==> config.mk <==
export PLATFORM = sky130hd
export DESIGN_NAME = shift_right_seq
export DESIGN_NICKNAME = d
export VERILOG_FILES = /design/src/rtl/mips_pkg.sv /design/src/rtl/shift_right_1.sv /design/src/rtl/shift_right_seq.sv
export SDC_FILE = /design/constraint.sdc
export NUM_CORES = 1
export LEC_CHECK = 0
export ABC_CLOCK_PERIOD_IN_PS = 3250
export CORE_MARGIN = 2
export CORE_UTILIZATION = 45
export CTS_CLUSTER_DIAMETER = 100
export DETAILED_ROUTE_END_ITERATION = 7
export GPL_TIMING_DRIVEN = 1
export PLACE_DENSITY = 0.74
export SLEW_MARGIN = 20
export SYNTH_ARGS = -nofsm -noshare
export SYNTH_HDL_FRONTEND = slang
export SYNTH_SLANG_ARGS = --single-unit
==> constraint.sdc <==
create_clock -name clk -period 3.25 [get_ports clk]
set_clock_uncertainty 0.1 [all_clocks]
set_input_delay 0.4875 -clock clk [delete_from_list [all_inputs] [get_ports clk]]
set_output_delay 0.4875 -clock clk [all_outputs]
set_load 0.005 [all_outputs]
==> src/rtl/mips_pkg.sv <==
// Shared MIPS datapath definitions: word sizes, shifter FSM encoding and shift modes.
package mips_pkg;

    localparam int DEF_WIDTH = 32;
    localparam int DEF_SHW   = 5;

    typedef logic [1:0] state_t;

    // Encoding 2'b11 is unreachable and is decoded as IDLE by the shifter
    localparam logic [1:0] ST_IDLE  = 2'b00;
    localparam logic [1:0] ST_SHIFT = 2'b01;
    localparam logic [1:0] ST_DONE  = 2'b10;

    localparam logic SHIFT_LOGICAL = 1'b0;
    localparam logic SHIFT_ARITH   = 1'b1;

endpackage

==> src/rtl/shift_right_1.sv <==
// Combinational single-position right shift; fill supplies the new MSB.
module shift_right_1
    import mips_pkg::*;
#(
    parameter int WIDTH = DEF_WIDTH
) (
    input  logic [WIDTH-1:0] din,
    input  logic             fill,
    output logic [WIDTH-1:0] dout
);

    assign dout = {fill, din[WIDTH-1:1]};

endmodule

==> src/rtl/shift_right_seq.sv <==
// Iterative SRL/SRA shifter for the EX stage: one bit position per clock,
// busy while occupied, done pulses with the new result.
module shift_right_seq
    import mips_pkg::*;
#(
    parameter int WIDTH = DEF_WIDTH,
    parameter int SHW   = DEF_SHW
) (
    input  logic             clk,
    input  logic             reset,
    input  logic             start,
    input  logic             arith,
    input  logic [WIDTH-1:0] data_in,
    input  logic [SHW-1:0]   shamt,
    output logic [WIDTH-1:0] result,
    output logic             busy,
    output logic             done
);

    state_t           state;
    state_t           state_nxt;
    logic [WIDTH-1:0] shreg;
    logic [WIDTH-1:0] shreg_sh;
    logic [SHW-1:0]   cnt;
    logic             mode;
    logic             fill;
    logic             last_step;

    // Sign bit comes from the latched operand, never the live input
    assign fill      = (mode == SHIFT_ARITH) ? shreg[WIDTH-1] : 1'b0;
    assign last_step = (cnt == SHW'(1));

    shift_right_1 #(
        .WIDTH (WIDTH)
    ) u_shift_right_1 (
        .din  (shreg),
        .fill (fill),
        .dout (shreg_sh)
    );

    always_comb begin
        state_nxt = ST_IDLE;
        case (state)
            ST_SHIFT: state_nxt = last_step ? ST_DONE : ST_SHIFT;
            ST_DONE:  state_nxt = ST_IDLE;
            default: begin
                if (start) begin
                    state_nxt = (shamt == '0) ? ST_DONE : ST_SHIFT;
                end
            end
        endcase
    end

    always_ff @(posedge clk) begin
        if (reset) begin
            state  <= ST_IDLE;
            shreg  <= '0;
            cnt    <= '0;
            mode   <= SHIFT_LOGICAL;
            result <= '0;
            busy   <= 1'b0;
            done   <= 1'b0;
        end else begin
            state <= state_nxt;
            busy  <= (state_nxt != ST_IDLE);
            done  <= (state_nxt == ST_DONE);
            case (state)
                ST_SHIFT: begin
                    shreg <= shreg_sh;
                    cnt   <= cnt - SHW'(1);
                    // Final step: capture the fully shifted word as DONE is entered
                    if (last_step) begin
                        result <= shreg_sh;
                    end
                end
                ST_DONE: begin
                end
                default: begin
                    if (start) begin
                        shreg <= data_in;
                        cnt   <= shamt;
                        mode  <= arith;
                        if (shamt == '0) begin
                            result <= data_in;
                        end
                    end
                end
            endcase
        end
    end

endmodule

Word level (Yosys, flattened, before mapping). Cells that the tools add are included.

Bits in read-only memories: 0. Bits of input ports: 41. Memories kept: 0. Output and inout bits: 34. Bits in registers: 74. Latch bits: 0. RAM bits: 0. Word-level logic and storage cells: 36.

Bitwise gates (word level): 2. Multiply operators: 0. Shift operators: 0. Muxes and demuxes: 13. Div/mod/pow operators: 0. Order comparisons: 0. Eq/ne operators: 5. $add $sub $neg: 1. Reduce and logical (&&, ||, !) cells: 8.

Operators with widths (count): $mux W32 (4); $pmux W32 S2 (2); $pmux W5 S2 (1); $mux W2 (3); $reduce_bool A2 Y1 (3); $eq A5 B1 Y1 const B (1); $logic_not A5 Y1 (1); $mux W5 (1); $sub A5 B1 Y5 const B (1); $eq A2 B2 Y1 const B (2); $pmux W2 S2 (1); $reduce_and A2 Y1 (2); $reduce_and A4 Y1 (1); $eq A2 B1 Y1 const B (1); $ne A2 B2 Y1 const B (1); $not A1 Y1 (2); $reduce_or A2 Y1 (1); $mux W1 (1).

Depth between registers and ports, before layout.
Depth in word-level cells: 5. Mapped depth: 10. Gate-level depth less buffers: 6.

Hierarchy. Synthesis repeated with hierarchy kept, for this count alone.

Cells, all modules: 357. Area total of the unflattened synthesis: 3504.6 um^2.

Modules (own cells, without submodules): shift_right_seq (instances 1, sequential area each 1481.4 um^2, cells each 325, area an instance 3264.4 um^2); shift_right_1 (instances 1, sequential area each 0.0 um^2, cells each 32, area an instance 240.2 um^2).

Worst setup path after synthesis. No wires, ideal clock.

Kind: in2reg. From: input shamt[3]. To: register result[20]. Arrival: 1684 ps. Setup slack: 1330 ps. Buffers on the path: 2. Setup time: 136 ps. Required time: 3014 ps. Stages on the path: 6. Path through: or4_1 > o21ai_2 > and2_1 > buf_4 > buf_6 > a211oi_1.

Word-level cells in the longest chain between the ends: 3.

RTL lines: from (decl) (line shift_right_seq.sv:14) `input logic [SHW-1:0] shamt,`; $logic_not A5 Y1 (line shift_right_seq.sv:83) `if (shamt == '0) begin`; $reduce_bool A2 Y1 (no source line); $reduce_and A4 Y1 (no source line); to (signal assigned) (line shift_right_seq.sv:73) `result <= shreg_sh;`; to (signal assigned) (line shift_right_seq.sv:84) `result <= data_in;`; to (decl) (line shift_right_seq.sv:15) `output logic [WIDTH-1:0] result,`.

No other way between the ends. A chain may end at the register's enable or synchronous reset.

Final worst setup path.
From: register state[1]. To: register result[22].

Word-level cells in the longest chain between the ends: 3. Elaborated cells between the ends (all ways): 8. Those cells by class: eq/ne (3); mux (1); bitwise (1); reduce/logical (3).

RTL lines: from (decl) (line shift_right_seq.sv:20) `state_t state;`; from (signal assigned) (line shift_right_seq.sv:64) `state <= state_nxt;`; $eq A2 B1 Y1 or $eq A2 B2 Y1 (tied branches) (line shift_right_seq.sv:67) `case (state)`; $ne A2 B2 Y1 (no source line), or another cell as far along; $reduce_and A4 Y1 (no source line).

Several ways; a longest one is shown, not always the timed one.

==> results.txt <==
status: completed
Post-Syn Nets: 362
number of CTS-inserted buffers: 9
WP buf/inv: 3
CTS root buf: clkbuf_8
crit-path cells: inv_1, ha_2, buf_4, a21boi_4, and2_1, buf_12, a211oi_1
share of cells above drive strength 1: 8.12%
Post-Layout Cell Count: 462
cells after synthesis: 317
starting density of the core: 45.8%
commonest cells after routing, fill and taps aside: dfxtp_1 (73), clkdlybuf4s50_1 (73), a211oi_1 (62)
clock power share: 35.8%
Hold Path Stages: 2
final-report max-slew violation count: 0
Comb pwr share: 17.7%
mux cell area share after synthesis: 10.5%
Max Buffers Root-to-Sink: 2
setup ws final: 917 ps
sequential share of the synthesized area: 47.8%
worst vdd ir: 0.268 mV
Placer Congestion: 0.755
Synth Area in Simple Gates: 7.97%
Synthesis Warnings: 0
Final Util: 60.0%
pre-CTS setup slack: 703 ps
required time worst endpoint: 3400 ps
clk sinks: 73
CP top delay family: buffers and inverters
main combinational cell family by area after synthesis: compound AO/OA/AOI/OAI gates
Hold WS: 364 ps
die area: 7480 µm²
Slew headroom: 49.6%
ANT nets after route: 0
DRC violation total after the first TritonRoute iteration: 112
worst-path maximum fanout: 27
Distinct cells, synth: 36
CTS tree: yes
CTS resizes: 0
dpl cells: 446
vias in the first global route: 2,488
width of the die: 86.5 µm
startpoint type of the worst setup path: flip-flop
r2r startpoint: state[1]
CTS Hold Bufs: 0
reg2reg path depth: 7
slew at the pin closest to its max-slew limit: 756 ps
Area Growth Syn to Fin: 31.0%
Seq pwr share: 46.6%
GRT Total Usage: 19.8%
Worst Path Arrival: 2490 ps
max cap viols: 0
drt via density: 5.51
I/O Buffers: 74
switching portion of total power: 26.6%
initial antenna violation count: 0
Core Footprint: 6680 µm²
Yosys reg bits: 73
Post-Synth Adder-Cell Area: 1.64%
Slowest-stage cell, CP: buf_4
total grt overflow: 0
compound-cell area share of the yosys netlist: 26.1%
first-pass GRT wire length: 11,700 µm
Routed WL: 6990 µm
Critical Path Source: state[1]
DRT Pass-1 Iters: 4
RSZ-0062 raised after global routing: false
origin of the worst min-delay path: mode
Avg Inst Size Synth: 9.65 µm²
Max H-tree Level: 3
Hold/Removal Path Class: reg2reg
CP Depth: 7
detailed placement HPWL: 4410 µm
setup violators final: 0
fmax: 429 MHz
diode count: 0
WL/cell: 15.1 µm
Cell Area, Synth: 3060 µm²
post-layout min period: 2330 ps
final worst-path cycle share: 71.8%
Nets: 422
setup TNS: 0 ps
Die H: 86.5 µm
Clk pin slew, worst setup/hold paths: 80 ps
Post-CTS Setup Bufs: 0
leak pwr: 1.41 nW
Setup CP Type: reg2reg
DR vias: 2,544
final hold vios: 0
Critical Path Max Stage Delay: 500 ps
drt drc: 0
Sw Pwr: 0.000579 W
Synth Area in XOR/XNOR: 0%
Internal: 0.00160 W
# rows: 30
maximum number of pins on one net before global-route repair: 74
Clk Latency, worst-skew pair: 350 ps
crit end category: flip-flop
Ports: 75
pwr dens: 543 nW/µm²
==> cells in the mapped netlist, drive strengths merged <==
| cell | instances | area (µm²) |
|---|---|---|
| dfxtp | 73 | 1460 |
| a211oi | 64 | 490 |
| nor2 | 40 | 150 |
| a21oi | 39 | 195 |
| mux2i | 31 | 310 |
| buf | 17 | 113 |
| clkbuf | 14 | 52.6 |
| nand2 | 5 | 18.8 |
| o21ai | 5 | 28.8 |
| ha | 4 | 50.1 |
| inv | 4 | 15.0 |
| a22oi | 2 | 15.0 |
| a21boi | 1 | 18.8 |
| a221oi | 1 | 8.76 |
| a22o | 1 | 8.76 |
| a31oi | 1 | 6.26 |
| and2 | 1 | 6.26 |
| and3 | 1 | 6.26 |
| clkinv | 1 | 3.75 |
| mux2 | 1 | 11.3 |
| nand2b | 1 | 6.26 |
| nand3 | 1 | 5.00 |
| nor2b | 1 | 6.26 |
| nor3 | 1 | 5.00 |
| nor4b | 1 | 8.76 |
| nor4bb | 1 | 10.0 |
| o21ba | 1 | 10.0 |
| o22a | 1 | 8.76 |
| o2bb2ai | 1 | 8.76 |
| or4 | 1 | 7.51 |
| or4b | 1 | 13.8 |
==> stage by stage <==
step           total power, W  area [µm²]
3_5_place_dp          0.00142        3790
2_1_floorplan         0.00126        3060
3_3_place_gp          0.00141        3790
4_1_cts               0.00220        4010
5_1_grt               0.00229        4010
6_report              0.00218        4010
==> final timing paths <==
path / to / slack, ps
max: result[22] / 920
min reg2reg: mode / 360
min: mode / 360
max reg2reg: result[22] / 920
==> logic make-up after synthesis <==
| kind of cell | Yosys count |
|---|---|
| compound gates | 117 |
| fa+ha+maj | 4 |
| buf+inv | 36 |
| flops | 73 |
| mux | 32 |
| simple gates | 55 |
==> worst reg2reg max path, cell delays in order (launching register included) <==
cell and delay, ps:
dfxtp_1 320, inv_1 50, ha_2 440, buf_4 510, a21boi_4 90, and2_1 270, buf_12 210, a211oi_1 260
==> sequential cells by signal (all words and copies together), names as in the netlist <==
| register | cells |
|---|---|
| mode | 1 |
| done | 1 |
| result | 32 |
| cnt | 5 |
| busy | 1 |
| state | 2 |
| shreg | 31 |
==> power groups by stage <==
stage / sequential (W) / clock [W] / combinational [W]
floorplan: 0.00103 / 0 / 0.000235
global placement: 0.00103 / 0 / 0.000379
detailed placement: 0.00103 / 0 / 0.000386
CTS: 0.00101 / 0.000797 / 0.000388
global route: 0.00102 / 0.000842 / 0.000425
finish: 0.00101 / 0.000778 / 0.000384
==> layer usage <==
layer,wire length [µm],GRT usage (%),vias up,share of wire [%]
met2,3160,30.1,61,45
met5,0,0,-,0
met4,80,6.53,0,1.1
met1,3320,26.6,1185,47
met3,433,6.57,8,6.2
li1,-,-,1290,-
==> cell type report <==
type / instances / area [µm²]
Fill cell: 593 / 2670
Sequential cell: 73 / 1460
Multi-Input combinational cell: 208 / 1420
Timing Repair Buffer: 80 / 793
Clock buffer: 9 / 124
Tap cell: 80 / 100
Clock inverter: 7 / 95.1
Inverter: 5 / 18.8
Power figures use the tool's default switching activity.
